[src/rtl/rf_seq_pkg.sv]
// Shared types for the register-file operation sequencer: op codes, FSM states
// and the 32-bit saturation limits used when RF_OP_SEQUENCER_SAT_EN is defined.
package rf_seq_pkg;

    typedef enum logic [1:0] {
        OP_ADD = 2'd0,
        OP_SUB = 2'd1,
        OP_AND = 2'd2,
        OP_OR  = 2'd3
    } op_e;

    typedef enum logic [2:0] {
        ST_IDLE  = 3'd0,
        ST_READ  = 3'd1,
        ST_EXEC  = 3'd2,
        ST_WRITE = 3'd3,
        ST_DONE  = 3'd4
    } state_e;

    localparam logic [31:0] SAT_POS_32 = 32'h7FFF_FFFF;
    localparam logic [31:0] SAT_NEG_32 = 32'h8000_0000;

    // Two's-complement overflow: the result sign disagrees with what the operand signs imply.
    function automatic logic add_sub_ovf(input logic a_msb, input logic b_msb,
                                         input logic r_msb, input logic is_sub);
        logic same_sign;
        same_sign = is_sub ? (a_msb != b_msb) : (a_msb == b_msb);
        return same_sign && (r_msb != a_msb);
    endfunction

endpackage

[src/rtl/rf_seq_alu.sv]
// Combinational ALU for rf_op_sequencer: ADD/SUB/AND/OR with signed overflow flag;
// clamps overflowing ADD/SUB results when RF_OP_SEQUENCER_SAT_EN is defined.
module rf_seq_alu
    import rf_seq_pkg::*;
#(
    parameter int DATA_W = 32
) (
    input  op_e               op,
    input  logic [DATA_W-1:0] a,
    input  logic [DATA_W-1:0] b,
    output logic [DATA_W-1:0] result,
    output logic              ovf
);

    localparam logic [DATA_W-1:0] SAT_POS = {1'b0, {(DATA_W-1){1'b1}}};
    localparam logic [DATA_W-1:0] SAT_NEG = {1'b1, {(DATA_W-1){1'b0}}};

    logic [DATA_W-1:0] sum;
    logic [DATA_W-1:0] diff;

    always_comb begin
        sum    = a + b;
        diff   = a - b;
        result = '0;
        ovf    = 1'b0;
        case (op)
            OP_ADD: begin
                result = sum;
                ovf    = add_sub_ovf(a[DATA_W-1], b[DATA_W-1], sum[DATA_W-1], 1'b0);
            end
            OP_SUB: begin
                result = diff;
                ovf    = add_sub_ovf(a[DATA_W-1], b[DATA_W-1], diff[DATA_W-1], 1'b1);
            end
            OP_AND: result = a & b;
            OP_OR:  result = a | b;
            default: result = '0;
        endcase
`ifdef RF_OP_SEQUENCER_SAT_EN
        // On overflow the true result always has the sign of operand a.
        if (ovf) begin
            result = a[DATA_W-1] ? SAT_NEG : SAT_POS;
        end
`endif
    end

endmodule

[src/rtl/rf_op_sequencer.sv]
// Sequences one ALU command through regfile read, execute, write and a done handshake.
// Optional build macro: RF_OP_SEQUENCER_SAT_EN (saturating ADD/SUB results).
module rf_op_sequencer
    import rf_seq_pkg::*;
#(
    parameter int DATA_W = 32,
    parameter int ADDR_W = 5
) (
    input  logic              clk,
    input  logic              rst_n,
    input  logic              cmd_valid,
    output logic              cmd_ready,
    input  logic [1:0]        cmd_op,
    input  logic [ADDR_W-1:0] cmd_rs1,
    input  logic [ADDR_W-1:0] cmd_rs2,
    input  logic [ADDR_W-1:0] cmd_rd,
    output logic [ADDR_W-1:0] rf_rs1,
    output logic [ADDR_W-1:0] rf_rs2,
    input  logic [DATA_W-1:0] rf_rd1,
    input  logic [DATA_W-1:0] rf_rd2,
    output logic              rf_w_en,
    output logic [ADDR_W-1:0] rf_rd,
    output logic [DATA_W-1:0] rf_wd,
    output logic              done_valid,
    input  logic              done_ready,
    output logic [DATA_W-1:0] done_result,
    output logic              done_ovf
);

    state_e            state;
    op_e               op_q;
    logic [ADDR_W-1:0] rd_q;
    logic [DATA_W-1:0] opa_q;
    logic [DATA_W-1:0] opb_q;
    logic [DATA_W-1:0] result_q;
    logic              ovf_q;

    logic [DATA_W-1:0] alu_result;
    logic              alu_ovf;

    rf_seq_alu #(
        .DATA_W (DATA_W)
    ) u_alu (
        .op     (op_q),
        .a      (opa_q),
        .b      (opb_q),
        .result (alu_result),
        .ovf    (alu_ovf)
    );

    // cmd_ready is registered, so it rises on the first edge after reset release.
    always_ff @(posedge clk or negedge rst_n) begin
        if (!rst_n) begin
            state       <= ST_IDLE;
            op_q        <= OP_ADD;
            rd_q        <= '0;
            opa_q       <= '0;
            opb_q       <= '0;
            result_q    <= '0;
            ovf_q       <= 1'b0;
            cmd_ready   <= 1'b0;
            rf_rs1      <= '0;
            rf_rs2      <= '0;
            rf_w_en     <= 1'b0;
            rf_rd       <= '0;
            rf_wd       <= '0;
            done_valid  <= 1'b0;
            done_result <= '0;
            done_ovf    <= 1'b0;
        end else begin
            case (state)
                ST_IDLE: begin
                    if (cmd_valid && cmd_ready) begin
                        op_q      <= op_e'(cmd_op);
                        rf_rs1    <= cmd_rs1;
                        rf_rs2    <= cmd_rs2;
                        rd_q      <= cmd_rd;
                        cmd_ready <= 1'b0;
                        state     <= ST_READ;
                    end else begin
                        cmd_ready <= 1'b1;
                    end
                end
                ST_READ: begin
                    opa_q <= rf_rd1;
                    opb_q <= rf_rd2;
                    state <= ST_EXEC;
                end
                ST_EXEC: begin
                    result_q <= alu_result;
                    ovf_q    <= alu_ovf;
                    rf_rd    <= rd_q;
                    rf_wd    <= alu_result;
                    // x0 is read-only: the result is still reported, just never written.
                    rf_w_en  <= (rd_q != '0);
                    state    <= ST_WRITE;
                end
                ST_WRITE: begin
                    rf_w_en     <= 1'b0;
                    done_valid  <= 1'b1;
                    done_result <= result_q;
                    done_ovf    <= ovf_q;
                    state       <= ST_DONE;
                end
                ST_DONE: begin
                    if (done_ready) begin
                        done_valid <= 1'b0;
                        cmd_ready  <= 1'b1;
                        state      <= ST_IDLE;
                    end
                end
                default: begin
                    rf_w_en    <= 1'b0;
                    done_valid <= 1'b0;
                    cmd_ready  <= 1'b0;
                    state      <= ST_IDLE;
                end
            endcase
        end
    end

endmodule

[config.mk]
export PLATFORM = sky130hd
export DESIGN_NAME = rf_op_sequencer
export DESIGN_NICKNAME = d
export VERILOG_FILES = /design/src/rtl/rf_seq_pkg.sv /design/src/rtl/rf_seq_alu.sv /design/src/rtl/rf_op_sequencer.sv
export SDC_FILE = /design/constraint.sdc
export NUM_CORES = 1
export LEC_CHECK = 0
export CELL_PAD_IN_SITES_DETAIL_PLACEMENT = 1
export CELL_PAD_IN_SITES_GLOBAL_PLACEMENT = 1
export CORE_MARGIN = 1.5
export CORE_UTILIZATION = 40
export DETAILED_ROUTE_END_ITERATION = 8
export HOLD_SLACK_MARGIN = 0.06
export PLACE_DENSITY = 0.85
export SETUP_SLACK_MARGIN = 0.5
export SYNTH_ARGS = -nofsm -noshare
export SYNTH_HDL_FRONTEND = slang
export SYNTH_SLANG_ARGS = --single-unit
[constraint.sdc]
create_clock -name clk -period 8.3 [get_ports clk]
set_input_delay 1.66 -clock clk [delete_from_list [all_inputs] [get_ports clk]]
set_output_delay 1.66 -clock clk [all_outputs]
set_load 0.02 [all_outputs]
==> impl_results.md, run 1 <==
* Outcome: complete, but fails checks
* Failing checks: DRC
* Row cnt at 58
* Worst Path Max Fanout at 10
* Async set-reset flop share out of synthesis at 100%
* DR DRC count at 2
* Area Overhead vs Synth at 23.8%
* GRT Overall Usage at 26.5%
* Critical path class: reg2reg
* Die H at 164 um
* Most used cell, CP: inv_1
* Synthesized instance count at 1,205
* Clock buffer depth at 2
* Ys Warns at 0
* Buf/Inv on CP at 2
* Drt via density at 5.69
* Post-cts resize count at 0
* Sequential-to-total area share from yosys stat at 38.0%
* DRT Pass-1 Iters at 8
* Largest family of logic cells by synthesized area: compound AO/OA/AOI/OAI gates
* Vias in the first global route at 10,000
* Fill cells at 2,983
* CP arrival at 4110 ps
* Mapped Area at 10,400 um^2
* Multi-input logic area at 5810 um^2
* GRT Residual Overflow at 0
* H-tree lvl count at 4
* Core ar. at 25,400 um^2
* Pin count of the biggest net entering global routing at 82
* Critical Path Source Type: register
* Unrepaired setup endpoints after global routing: no
* Synth Flop Type: dfrtp_1
* Starting Density at 41.0%
* Post-synth EDFFs at 0
* Initial DRC count at 623
* Sequential standard cell area at 3960 um^2
* CTS Root Cell: clkbuf_16
* Die X at 164 um
* Inserted Diodes at 0
* Worst hold path class: reg2reg
* Worst-Margin Slew at 1070 ps
* Post-synthesis compound-gate area fraction at 21.1%
* DR vias at 9,524
* Max-cap violations at 0
* Worst setup EP type: register
* Fmax at 0.265 GHz
* Post-route ant nets at 0
* Cell Chain, Critical Path: inv_1 > ha_1 > inv_1 > or4_1 > nor3_1 > a211oi_1 > o211a_1 > o41a_1 > o21ai_0 > a221oi_2 > xnor2_1 > o311ai_1
* Clk pin slew, worst setup/hold paths at 80 ps
* Top delay family on crit path: compound AO/OA/AOI/OAI gates
* CP max-delay cell: or4_1
* Die ar. at 27,000 um^2
* CTS tree: yes
* Drt total wl at 34,700 um
* Clk_lat worst skew at 450 ps
* Post-cts hold buffer count at 0
* Tmin final at 3780 ps
* Xor/xnor share of the synthesized area at 2.19%
* DP Area at 12,300 um^2
* Final hold vios at 0
* Worst EP required at 8630 ps
* Min Hold Slack at 490 ps
* CTS buffer count at 17
* Clock Skew at 17.2 ps
* # port buffers at 167
* Crit path largest cell delay at 590 ps
* Share of cells above drive strength 1 at 8.78%
* Post-CTS Setup Inserts at 0
* Global-route wire length before repair at 55,500 um
* Distinct cell type count after synthesis at 72
* Tcrit/Tclk final at 45.5%
* RePlAce Congestion at 0.882
* Final setup violating endpoints at 0
* Slew Limit Fails at 0
* Wire per inst at 20.7 um
* Mux share of post-synthesis cell area at 6.51%
* Total negative slack at 0 ps
* Synth Net Count at 1,387
* I/O pin cnt at 168
* HPWL after detailed placement at 25,200 um
* Final-stage net count at 1,513
* Simple-gate share of the synthesized area at 14.0%
* Post-Synth Adder-Cell Area at 11.8%
* Final core utilization at 50.7%
* Post-route cell area at 12,900 um^2
* TritonCTS sink count at 158
* Avg Synthesized Cell Area at 8.64 um^2
* Register bit count reported by yosys at 158
* Initial antenna violation count at 0
* Worst slew margin at 28.8%
[layout make-up]
class                   count  area share [%]
multi-input cells         876            45.1
well taps                 330            3.20
clock inverters            15            1.23
repair buffers            176            13.5
flip-flops and latches    158            30.7
inverters                 102            2.97
clock buffers              17            3.30
[state kept, by name (all words and copies together) (netlist names), 2 cells and up]
register	count
rf_rs2	5
rd_q	5
opa_q	32
opb_q	32
op_q	2
state	3
rf_rd	5
rf_rs1	5
result_q	32
done_result	32
[logic make-up after synthesis]
group / after synthesis
AO/OA/AOI/OAI: 357
multiplexers: 60
adder cells (fa/ha/maj): 97
XOR/XNOR: 26
flip-flops: 158
AND/OR/NAND/NOR: 336
buffers and inverters: 171
[worst reg2reg max path: stages (launching register included)]
cell	delay, ps
dfrtp_1	360
inv_1	90
ha_1	490
inv_1	130
or4_1	590
nor3_1	320
a211oi_1	170
o211a_1	280
o41a_1	490
o21ai_0	240
a221oi_2	110
xnor2_1	170
o311ai_1	250
[metal layers]
metal	vias to the layer above	routed length, um	global-route usage [%]	part of all wire [%]
met1	4767	16000	35.6	46
met4	0	593	7.60	1.7
met5	-	0	0	0
li1	4435	-	-	-
met3	42	1610	3.54	4.6
met2	280	16500	44.6	48
[stage by stage]
step / worst slack [ps] / instances
3_5_place_dp: 4630 / 1642
4_1_cts: 4520 / 1674
6_report: 4520 / 1674
5_1_grt: 4310 / 1674
2_1_floorplan: 5130 / 1205
3_3_place_gp: 4660 / 1642
[synthesized netlist by cell type (all sizes together) (7+ instances only)]
library cell  number  area, um^2
dfrtp            158        3950
nand3             19        95.1
mux2              52         586
o31ai              9        67.6
o21bai            11        82.6
a211oi            11        82.6
nand2            176         661
nor3              19        95.1
mux2i              7        70.1
clkbuf            60         225
a21oi             94         474
xnor2             22         193
a21o               8        60.1
a31oi              9        56.3
nor2              73         274
o211ai             9        67.6
o21ai            142         711
inv              102         383
ha                95        1190
buf                9        53.8
[worst paths after layout]
| kind | startpoint | to | slack [ps] | depth (start not counted) |
|---|---|---|---|---|
| max in group asynchronous | rst_n | op_q[0]$_DFFE_PN0P_ | 5440 | 2 |
| hold reg to reg | rf_rd[4]$_DFFE_PN0P_ | rf_rd[4]$_DFFE_PN0P_ | 490 | 2 |
| setup reg to reg | opb_q[10]$_DFFE_PN0P_ | result_q[30]$_DFFE_PN0P_ | 4520 | 12 |
| setup / recovery | opb_q[10]$_DFFE_PN0P_ | result_q[30]$_DFFE_PN0P_ | 4520 | 12 |
| hold / removal | rf_rd[4]$_DFFE_PN0P_ | rf_rd[4]$_DFFE_PN0P_ | 490 | 2 |
| min in group asynchronous | rst_n | done_result[9]$_DFFE_PN0P_ | 1230 | 1 |
[layout by cell type (no fill, tap or decap), types with 5 or more instances in the layout]
cell               n
nand4_1            6
a21oi_1           93
ha_1              95
nor2_1            73
a221oi_1           5
clkbuf_16         17
nor3_1            19
mux2_2            52
buf_4              9
xnor2_1           22
o2111ai_1          5
o221ai_1           5
inv_8              6
inv_1            102
a21o_1             8
o21ai_0          141
nor4_1             5
o211ai_1           9
nand3_1           18
o31ai_1            9
dfrtp_1          156
or2_2              6
o21a_1             5
mux2i_1            7
a31oi_1            9
o21bai_1          11
clkdlybuf4s50_1  166
nand2b_1           6
a211oi_1          11
nand2_1          176
Power of run 1 is not shown: default switching activity piles up to over one toggle a cycle in this logic, so the estimate is an artifact.
==> run 2, diff against run 1 <==
- clock period: 8.3 -> 3.62 ns (I/O delays scaled with it)
==> run 2 against run 1 <==
  * The run now ends clean
  * Via count is 3.6% higher
  * Critical path depth is 2 higher
  * Critical endpoint is now result_q[28]$_DFFE_PN0P_
  * Sequential cell count did not move
  * Utilization increased by 3.3 points
  * Worst hold slack worse by 210 ps
  * Maximum frequency is 11% higher
  * Critical path type unchanged
  * Register-to-register slack got worse by 4300 ps
  * Highest routed layer unchanged
  * Setup slack got worse by 4300 ps
  * Non-clock buffer count is 48 higher
==> impl_results.md, run 2 (synthesized netlist as in run 1, its figures left out) <==
* Clock Skew at 17.5 ps (+0.283 ps)
* CTS buffer count at 17 (unchanged)
* GRT Overall Usage at 26.9% (+0.32 points)
* CP arrival at 3740 ps (-370 ps)
* RePlAce Congestion at 0.907 (+2.9%)
* Post-route cell area at 13,700 um^2 (+6.4%)
* Final setup violating endpoints at 0 (unchanged)
* Global-route wire length before repair at 56,200 um (+1.3%)
* Worst setup EP type: register
* Die H at 164 um (unchanged)
* Top Layer Used: met4
* Met3 wire len at 1950 um (+21%)
* Die X at 164 um (unchanged)
* Critical path class: reg2reg
* Fill cells at 2,927 (-1.9%)
* Worst hold path class: in2async
* Fmax at 0.294 GHz (+11%)
* Worst slew margin at 31.0% (+2.2 points)
* Clock buffer depth at 2 (unchanged)
* CTS Root Cell: clkbuf_16
* Non-Filler Instances at 1,722 (+2.9%)
* Multi-input logic area at 6250 um^2 (+7.4%)
* I/O pin cnt at 168 (unchanged)
* Tcrit/Tclk final at 94.1% (+49 points)
* Share of cells above drive strength 1 at 16.7% (+8.0 points)
* Met2 wire length at 17,500 um (+6.0%)
* Initial antenna violation count at 1 (+1)
* Tmin final at 3400 ps (-372 ps)
* DR vias at 9,870 (+3.6%)
* Post-cts hold buffer count at 0 (unchanged)
* # placed instances at 1,664 (+1.3%)
* Core ar. at 25,400 um^2 (unchanged)
* Post-Route M1 WL at 16,000 um (about the same)
* DR DRC count at 0 (-2)
* Area Overhead vs Synth at 31.7%
* Drt via density at 5.73 (+0.74%)
* Vias in the first global route at 10,100 (+0.94%)
* Sequential standard cell area at 3960 um^2 (unchanged)
* Inserted Diodes at 0 (unchanged)
* Unrepaired setup endpoints after global routing: yes
* Drt total wl at 36,300 um (+4.7%)
* DP Area at 12,500 um^2 (+1.6%)
* DRT Pass-1 Iters at 7 (-1)
* Row cnt at 58 (unchanged)
* Initial DRC count at 743 (+19%)
* Worst reg2reg path startpoint: opa_q[0]$_DFFE_PN0P_
* Critical Path Source Type: register
* Worst EP required at 3950 ps (-4680 ps)
* Worst Path Max Fanout at 2 (-8)
* Final-stage net count at 1,561 (+3.2%)
* GRT Residual Overflow at 0 (unchanged)
* CTS tree: yes
* H-tree lvl count at 4 (unchanged)
* Max-cap violations at 0 (unchanged)
* Outcome: completed
* Reg-to-reg slack, setup at 220 ps (-4310 ps)
* Pin count of the biggest net entering global routing at 130 (+59%)
* Worst-Margin Slew at 1030 ps (-34.4 ps)
* Wire per inst at 21.1 um (+1.8%)
* Starting Density at 41.0% (unchanged)
* HPWL after detailed placement at 25,800 um (+2.4%)
* Clk pin slew, worst setup/hold paths at 90 ps (about the same)
* Slew Limit Fails at 0 (unchanged)
* Clk_lat worst skew at 450 ps (about the same)
* Die ar. at 27,000 um^2 (unchanged)
* Commonest non-fill, non-tap cells in the layout: nand2_1, clkdlybuf4s50_1, dfrtp_1, o21ai_0, inv_1
* Worst reg2reg path depth at 14 (+2)
* Total negative slack at 0 ps (unchanged)
* # port buffers at 167 (unchanged)
* Commonest non-fill, non-tap cell in the layout: nand2_1
* RR Endpoint: result_q[28]$_DFFE_PN0P_
* Final hold vios at 0 (unchanged)
* Post-route ant nets at 0 (unchanged)
* TritonCTS sink count at 158 (unchanged)
run 2: changes by cell type in the layout (fill, tap and decap cells not counted), sizes merged:
cell and delta:
buf +48, clkinv +2, clkinvlp -1, inv -1
run 2: what timing repair did:
item,in CTS,in global routing
endpoints found under the setup margin,15,19
pin swaps,22,30
endpoints found under the hold margin,0,0
buffers inserted,11,15
gates resized for setup,51,54
run 2: area by class of cell:
type / instances / share of cell area, %
multi-input combinational: 876 / 45.5
tap: 330 / 3.01
clock inverter: 15 / 1.18
clock buffer: 17 / 3.10
sequential: 158 / 28.8
inverter: 102 / 2.79
timing repair buffer: 224 / 15.6
run 2: worst max-delay path by stage:
stage               depth (start not counted)                   from                       end
floorplan                                  13  opa_q[10]$_DFFE_PN0P_  result_q[30]$_DFFE_PN0P_
global placement                           12  opa_q[10]$_DFFE_PN0P_  result_q[30]$_DFFE_PN0P_
CTS                                        13   opa_q[0]$_DFFE_PN0P_  result_q[30]$_DFFE_PN0P_
finish                                     14   opa_q[0]$_DFFE_PN0P_  result_q[28]$_DFFE_PN0P_
global route                               13  opa_q[10]$_DFFE_PN0P_  result_q[30]$_DFFE_PN0P_
detailed placement                         13  opa_q[10]$_DFFE_PN0P_  result_q[28]$_DFFE_PN0P_
run 2: stage by stage:
step / utilization, % / hold slack [ps] / worst slack [ps]
2_1_floorplan: - / 428 / 500
3_3_place_gp: 49.2 / 460 / 162
3_5_place_dp: 49.2 / 484 / 15.7
4_1_cts: 52.7 / 318 / 314
5_1_grt: 54.0 / 333 / 165
6_report: 54.0 / 276 / 215
run 2: metal layers:
metal  vias up  GRT usage, %
met1      4932          35.2
met3        66          3.96
met4         0          8.76
li1       4528             -
met2       344          45.4
met5         -             0
run 2: worst max-delay path, cell delays in order, from the launching register on:
cell and delay [ps]:
dfrtp_1 380, inv_2 70, ha_4 160, fa_2 380, o21ba_4 230, a211oi_4 220, o311a_1 190, a211oi_2 60
o41ai_2 400, nand4b_1 250, a31o_2 320, buf_4 130, o221ai_2 170, xnor2_1 90, o311ai_1 240
Power of run 2 is left out for the same reason.
